**src/rtl/pc_pkg.sv**
```systemverilog
// Shared defaults and the operation encoding used by the program sequencer.
package pc_pkg;

  localparam int unsigned PC_ADDR_WIDTH = 16;
  localparam int unsigned PC_WRAP_ADDR  = 93;

  typedef enum logic [2:0] {
    PC_HOLD,
    PC_INC,
    PC_LOAD,
    PC_CALL,
    PC_RET
  } pc_op_e;

  // Fixed priority: load beats call beats return beats increment.
  function automatic pc_op_e decodeOp(input logic load, input logic call,
                                      input logic ret, input logic inc);
    if (load)      return PC_LOAD;
    else if (call) return PC_CALL;
    else if (ret)  return PC_RET;
    else if (inc)  return PC_INC;
    else           return PC_HOLD;
  endfunction

endpackage

```
**src/rtl/return_stack.sv**
```systemverilog
// Small LIFO holding return addresses for call/return.
module return_stack #(
  parameter int unsigned ADDR_WIDTH  = 16,
  parameter int unsigned STACK_DEPTH = 4
) (
  input  logic                  clk,
  input  logic                  reset,
  input  logic                  push,
  input  logic                  pop,
  input  logic [ADDR_WIDTH-1:0] pushData,
  output logic [ADDR_WIDTH-1:0] top,
  output logic                  empty,
  output logic                  full
);

  localparam int PW = $clog2(STACK_DEPTH + 1);
  localparam int IW = (STACK_DEPTH > 1) ? $clog2(STACK_DEPTH) : 1;

  logic [PW-1:0]         sp;
  logic [IW-1:0]         topIdx;
  logic [ADDR_WIDTH-1:0] entries [STACK_DEPTH];

  assign empty = (sp == '0);
  assign full  = (sp == PW'(STACK_DEPTH));

  // Clamp the index when empty so the read never leaves the array.
  always_comb begin
    topIdx = '0;
    if (!empty) topIdx = IW'(sp - 1'b1);
  end

  assign top = entries[topIdx];

  always_ff @(posedge clk or negedge reset) begin
    if (!reset) begin
      sp <= '0;
    end else if (push && !full) begin
      sp <= sp + 1'b1;
    end else if (pop && !empty) begin
      sp <= sp - 1'b1;
    end
  end

  always_ff @(posedge clk) begin
    if (push && !full) entries[sp[IW-1:0]] <= pushData;
  end

endmodule

```
**src/rtl/program_sequencer.sv**
```systemverilog
// Program counter for serial-memory fetch: increment, jump, call/return
// with a return stack, and a configurable wrap window.
module program_sequencer
  import pc_pkg::*;
#(
  parameter int unsigned ADDR_WIDTH  = PC_ADDR_WIDTH,
  parameter int unsigned LAST_ADDR   = 2**ADDR_WIDTH - 1,
  parameter int unsigned WRAP_ADDR   = PC_WRAP_ADDR,
  parameter int unsigned STACK_DEPTH = 4
) (
  input  logic                  clk,
  input  logic                  reset,
  input  logic                  sclk8PosEdge,
  input  logic                  pcEn,
  input  logic                  loadEn,
  input  logic                  callEn,
  input  logic                  retEn,
  input  logic [ADDR_WIDTH-1:0] loadAddr,
  output logic [ADDR_WIDTH-1:0] memAddr,
  output logic                  stackEmpty,
  output logic                  stackFull,
  output logic                  stackErr
);

  localparam logic [ADDR_WIDTH-1:0] LAST = ADDR_WIDTH'(LAST_ADDR);
  localparam logic [ADDR_WIDTH-1:0] WRAP = ADDR_WIDTH'(WRAP_ADDR);

  pc_op_e                op;
  logic                  push;
  logic                  pop;
  logic [ADDR_WIDTH-1:0] stackTop;

  // Wrap only on an exact match so loads above LAST keep counting upward.
  function automatic logic [ADDR_WIDTH-1:0] nextAddr(input logic [ADDR_WIDTH-1:0] a);
    if (a == LAST) return WRAP;
    else           return a + 1'b1;
  endfunction

  assign op   = decodeOp(loadEn, callEn, retEn, pcEn);
  assign push = sclk8PosEdge && (op == PC_CALL) && !stackFull;
  assign pop  = sclk8PosEdge && (op == PC_RET) && !stackEmpty;

  return_stack #(
    .ADDR_WIDTH (ADDR_WIDTH),
    .STACK_DEPTH(STACK_DEPTH)
  ) u_stack (
    .clk     (clk),
    .reset   (reset),
    .push    (push),
    .pop     (pop),
    .pushData(nextAddr(memAddr)),
    .top     (stackTop),
    .empty   (stackEmpty),
    .full    (stackFull)
  );

  always_ff @(posedge clk or negedge reset) begin
    if (!reset) begin
      memAddr  <= '0;
      stackErr <= 1'b0;
    end else if (sclk8PosEdge) begin
      unique case (op)
        PC_INC:  memAddr <= nextAddr(memAddr);
        PC_LOAD: memAddr <= loadAddr;
        PC_CALL: begin
          if (!stackFull) memAddr  <= loadAddr;
          else            stackErr <= 1'b1;
        end
        PC_RET: begin
          if (!stackEmpty) memAddr  <= stackTop;
          else             stackErr <= 1'b1;
        end
        default: ;
      endcase
    end
  end

endmodule

```
**config.mk**
```make
export PLATFORM = sky130hd
export DESIGN_NAME = program_sequencer
export DESIGN_NICKNAME = d
export VERILOG_FILES = /design/src/rtl/pc_pkg.sv /design/src/rtl/return_stack.sv /design/src/rtl/program_sequencer.sv
export SDC_FILE = /design/constraint.sdc
export NUM_CORES = 1
export LEC_CHECK = 0
export BUFFER_PORTS_ARGS = -buffer_cell sky130_fd_sc_hd__buf_2
export CORE_MARGIN = 10
export CORE_UTILIZATION = 45
export DETAILED_ROUTE_END_ITERATION = 8
export MAX_ROUTING_LAYER = met4
export SYNTH_ARGS = -nofsm -noshare
export SYNTH_HDL_FRONTEND = slang
export SYNTH_SLANG_ARGS = --single-unit
```
**constraint.sdc**
```tcl
create_clock -name clk -period 3.1 [get_ports clk]
set_input_delay 0.775 -clock clk [delete_from_list [all_inputs] [get_ports clk]]
set_output_delay 0.775 -clock clk [all_outputs]
set_load 0.01 [all_outputs]
```
# After elaboration in Yosys (flattened, before gate mapping)

Memory sizes are Yosys's and may differ from the RTL's.
Index checks and enable logic that the tools add are counted.

Flip-flop bits (word level): 20
Bits in writable memories: 64
Logic and storage cells: 47
Memories kept: 1

$add $sub $neg: 3
Equality and inequality tests: 10
Mux-type cells: 16
Reductions and logical operators: 14

Memory list:

| name            | words | width | rd ports | clocked after Yosys merged registers in | write ports | RTL line           | text |
|---|---|---|---|---|---|---|---|
| u_stack.entries | 4     | 16    | 1        | 0                                       | 1           | return_stack.sv:21 | `logic [ADDR_WIDTH-1:0] entries [STACK_DEPTH];` |

Operators by type and width:

| kind                                                | count |
|---|---|
| one-hot mux 16 bit (4 select lines)                 | 1 |
| 2-to-1 mux 16 bit                                   | 3 |
| adder 16 x 1 -> 16 bit, second input constant       | 1 |
| equality test 16 bit, second input constant         | 1 |
| 2-to-1 mux 3 bit                                    | 5 |
| inequality test 2 bit, second input constant        | 4 |
| AND reduction 4 bit                                 | 2 |
| equality test 3 x 2 -> 1 bit, second input constant | 2 |
| equality test 3 bit, second input constant          | 2 |
| logical AND 1 bit                                   | 6 |
| 2-to-1 mux 1 bit                                    | 5 |
| nonzero test 2 bit                                  | 2 |
| nonzero test 4 bit                                  | 1 |
| adder 3 x 1 -> 3 bit, second input constant         | 1 |
| equality test 3 x 1 -> 1 bit, second input constant | 1 |
| zero test 3 bit                                     | 1 |
| subtractor 3 x 1 -> 3 bit, second input constant    | 1 |
| zero test 1 bit                                     | 2 |
| 2-to-1 mux 2 bit                                    | 1 |
| one-hot mux 1 bit (2 select lines)                  | 1 |

# Depth between registers and ports, before layout

Depth in word-level cells: 10
Depth in mapped cells: 13
Depth with buffers taken out: 8

# Cells and area by module

Synthesis repeated with hierarchy kept, for this count alone.

Cells, all modules: 398
Area total of the unflattened synthesis: 4,370.4 um^2

Modules (own cells, without submodules):

| module            | times used | cells an instance | area an instance (um^2) | seq. area each (um^2) |
|---|---|---|---|---|
| return_stack      | 1          | 189               | 2,832.7                 | 1,996.9 |
| program_sequencer | 1          | 209               | 1,537.7                 | 425.4 |

# Worst setup path before layout

Ideal clock, no wire load.

Path kind: reg-to-reg
Start: reg u_stack.sp[0]
End: mem u_stack.entries[0][0] (enable)
Arrival time: 2,486 ps
Required time: 2,712 ps
Slack: 225 ps
Cell stages (with the launch flop): 11
Buffers on the path: 6
Period minus slack after synthesis: 2,875 ps
Cell sequence: dfrtp_1 buf_2 buf_2 buf_2 inv_1 ha_1 buf_2 nand2b_1 clkbuf_1 buf_2 nor2_1

Longest elaborated chain between the ends: 6

Ends and longest elaborated chain:

| what                                   | RTL line                                    | text |
|---|---|---|
| start, declared                        | return_stack.sv:19                          | `logic [PW-1:0] sp;` |
| start signal, assigned                 | return_stack.sv:38                          | `sp <= sp + 1'b1;` |
| start signal, assigned                 | return_stack.sv:40                          | `sp <= sp - 1'b1;` |
| equality test 3 bit                    | return_stack.sv:24                          | `assign full = (sp == PW'(STACK_DEPTH));` |
| zero test 1 bit                        | return_stack.sv:45, program_sequencer.sv:40 |  |
| logical AND 1 bit                      | program_sequencer.sv:40                     | `assign push = sclk8PosEdge && (op == PC_CALL) && !stackFull;` |
| logical AND 1 bit                      | return_stack.sv:45                          | `if (push && !full) entries[sp[IW-1:0]] <= pushData;` |
| 2-to-1 mux 1 bit                       | return_stack.sv:45                          |  |
| 2-to-1 mux 1 bit (not written as such) | return_stack.sv:45                          |  |
| end, declared                          | return_stack.sv:21                          |  |

Parallel ways exist; a longest one is shown, timed or not.

# Worst setup path after layout

Start: reg u_stack.sp[0]
End: out stackEmpty

Longest elaborated chain between the ends: 1

Ends and longest elaborated chain:

| what            | RTL line                | text |
|---|---|---|
| zero test 3 bit | return_stack.sv:23      | `assign empty = (sp == '0);` |
| end, declared   | program_sequencer.sv:20 | `output logic stackEmpty,` |

No other way between the ends.

==> results.json <==
{
  "timing.fmax_mhz": 366,
  "diodes": 0,
  "n_fill_cell": 822,
  "rows": 35,
  "wl_per_cell_um": 21.8,
  "fin_setup_tns_ns": 0,
  "antenna_found_initial": 0,
  "placed_cells": 489,
  "synth_edf_count": 64,
  "clk_path_buf_depth": 2,
  "status": "finished clean",
  "synth_top_area_share_pct": 45.5,
  "p_sw_mw": 1.34,
  "dr_total_vias": 2950,
  "viasPerCell": 5.84,
  "setup-violations-final": 0,
  "rsz0062_at_grt": "no",
  "critPathMaxFanout": 17,
  "grt_first_pass_wirelength_mm": 17.1,
  "yosysWarnings": 0,
  "synthTopCellsByCount": "edfxtp_1, nand2_1, dfrtp_1, mux2i_1, nor2_1",
  "skew_ns": 0.0137,
  "route.detailed.drc": 0,
  "path_clk_slew_ns": 0.09,
  "worst_hold_slack_ns": 0.397,
  "synth-simple-area-share_pct": 11.2,
  "dp_hpwl_mm": 7.67,
  "drive_gt1_share_pct": 24.1,
  "die-height_um": 117,
  "slew_headroom_pct": 38.1,
  "synth_fa_ha_area_share_pct": 1.78,
  "period_share_pct": 88.2,
  "dr.pass1.iters": 4,
  "pin_count": 42,
  "synth_compound_area_share_pct": 15.5,
  "grtUsageTotal_pct": 17.2,
  "finalWorstSetupSlack_ns": 0.366,
  "power.share.switching_pct": 38.0,
  "leakage_nw": 1.79,
  "pwr-share-clk_pct": 19.6,
  "peakVddDrop_v": 0.000351,
  "synth_flop_cell": "edfxtp_1",
  "finalCriticalPeriod_ns": 2.73,
  "cts_tree": "yes",
  "multiInputGateArea_sq_um": 1630,
  "synth.mux.area_fraction_pct": 7.14,
  "drv_cap": 0,
  "cts_setup_buffers": 0,
  "register_area_sq_um": 2420,
  "min_path_type": "input pin to asynchronous set/reset pin",
  "yosysMostFrequentCell": "edfxtp_1",
  "yosys.area.top_type": "edfxtp_1",
  "synthTopCellsByArea": "edfxtp_1, dfrtp_1, mux2i_1, nand2_1, xnor2_1",
  "grt_max_degree": 38,
  "dpl_cell_area_sq_um": 4510,
  "instances_no_fill": 505,
  "async_reset_ff_share_pct": 23.8,
  "place_ws_ns": 0.603,
  "ys_ff_latch": 84,
  "place.port_buffers": 41,
  "hold_viol_final": 0,
  "clk_latency_ns": 0.36,
  "avgSynthCellArea_sq_um": 12.2,
  "ys_seq_area_share_pct": 57.3,
  "grt_pass1_vias": 3007,
  "cts_num_sinks": 84,
  "nets": 418,
  "syn_inst": 347,
  "comb_power_share_pct": 36.0,
  "power_density_nw_per_um2": 755,
  "maxSlewViolCount": 0,
  "area_delta_synth_final_pct": 10.8,
  "syn_nets": 376,
  "synth_cell_types": 62,
  "setup.worst_path.class": "flip-flop to output pin",
  "drt-initial-drc-count": 238,
  "endpoint_kind": "output pin",
  "finalInstanceArea_sq_um": 4680,
  "cts-resized-gates": 0,
  "cts_root_buffer": "clkbuf_8",
  "numCtsBuffers": 9,
  "grt_overflow": 0,
  "worst_pin_slew_ns": 0.926,
  "die_area_sq_um": 13700,
  "core-area_sq_um": 9200,
  "finalWeightedCongestion": 0.851,
  "cp_data_required_time_ns": 2.32,
  "ant_nets": 0,
  "p_seq_share_pct": 44.4,
  "synth_top_family_by_area": "compound AO/OA/AOI/OAI gates",
  "arrival_ns": 1.96,
  "routed_wl_mm": 11.0,
  "crit_path_start_kind": "flip-flop",
  "cts_hold_buf": 0,
  "syn_area_sq_um": 4230,
  "die_w_um": 117,
  "start_util_pct": 45.9,
  "intPower_mw": 2.19,
  "htreeDepth": 3,
  "synth_xor_area_share_pct": 2.90
}
[cell type report]
class                      instances  share of cell area, %
clock buffer                      10                   2.73
sequential                        84                   51.7
tap                              111                   2.97
inverter                          12                  0.962
timing repair buffer              51                   5.99
multi-input combinational        231                   34.7
clock inverter                     6                  0.882
[cell families (layout without fill, tap and decap cells)]
group | count (synthesis) | count (layout)
mux | 29 | 29
compound gates | 90 | 90
fa+ha+maj | 6 | 6
xor+xnor | 14 | 14
flops | 84 | 84
buf+inv | 32 | 79
simple gates | 92 | 92
[placed cells by master, fill, tap and decap left out, types with 2 or more instances in the layout]
| cell type | Yosys | layout |
|---|---|---|
| o22ai_1 | 8 | 8 |
| o41ai_1 | 3 | 3 |
| a221o_1 | 2 | 2 |
| a211o_1 | 2 | 2 |
| and2_1 | 5 | 5 |
| edfxtp_1 | 64 | 64 |
| nor3_4 | 2 | 2 |
| a221oi_1 | 2 | 2 |
| clkinvlp_4 | 0 | 3 |
| mux2_2 | 9 | 9 |
| o22a_1 | 3 | 3 |
| a22oi_1 | 3 | 3 |
| o221a_2 | 4 | 4 |
| a31oi_1 | 7 | 7 |
| clkbuf_8 | 0 | 9 |
| and2_0 | 2 | 2 |
| ha_1 | 6 | 6 |
| dfrtp_1 | 20 | 20 |
| nand3_2 | 2 | 2 |
| xor2_1 | 2 | 2 |
| o2111ai_1 | 2 | 2 |
| a21oi_1 | 19 | 19 |
| nor3_1 | 2 | 2 |
| buf_4 | 2 | 10 |
| mux2i_1 | 20 | 20 |
| xnor2_1 | 12 | 12 |
| o21ai_0 | 13 | 13 |
| nand3_1 | 11 | 11 |
| and3_1 | 3 | 3 |
| nand2_1 | 34 | 34 |
| clkinv_2 | 0 | 2 |
| o221ai_1 | 4 | 4 |
| inv_1 | 12 | 12 |
| nor2_1 | 20 | 20 |
| buf_2 | 9 | 41 |
| o311a_1 | 2 | 2 |
[path summary, 6_finish.rpt]
check,from,to,slack [ns],cells after the start
worst max-delay path,u_stack.sp[0]$_DFFE_PN0P_,stackEmpty,0.37,6
worst min-delay path,reset,memAddr[3]$_DFFE_PN0P_,0.40,1
worst max register to register,memAddr[0]$_DFFE_PN0P_,u_stack.entries[2][14]$_DFFE_PP_,0.73,5
worst min register to register,stackErr$_DFFE_PN0P_,stackErr$_DFFE_PN0P_,0.49,1
max in group asynchronous,reset,memAddr[7]$_DFFE_PN0P_,2.32,1
min in group clk,stackErr$_DFFE_PN0P_,stackErr$_DFFE_PN0P_,0.49,1
[power by group through the flow]
stage	Clock (mW)	Combinational [mW]	Sequential (mW)
4_1_cts	0.710	1.28	1.57
2_1_floorplan	0	0.863	1.58
3_3_place_gp	0	1.26	1.59
6_report	0.692	1.27	1.57
3_5_place_dp	0	1.28	1.59
5_1_grt	0.757	1.40	1.59
[registers in the layout, indices dropped and copies added, names as in the netlist]
signal           flops
memAddr             16
stackErr             1
u_stack.entries     64
u_stack.sp           3
[worst max-delay path: stages (launching register included)]
cell and delay [ns]:
dfrtp_1 0.38, inv_1 0.17, ha_1 0.40, nand2b_1 0.09, buf_4 0.21, inv_1 0.18
buf_2 0.17
[through the flow]
step                      util, %  power [mW]
final                        50.9        3.53
after global routing         50.9        3.75
after CTS                    50.9        3.56
after detailed placement     49.1        2.87
after global placement       49.1        2.85
after floorplan                 -        2.44
[routing by layer]
layer	GRT usage, %	share of wire, %	up-vias
met4	3.87	1.1	0
met5	-	0	-
met1	20.6	44	1466
met2	29.2	51	69
li1	-	-	1405
met3	3.67	3.8	10
(Power assumes the default switching activity.)
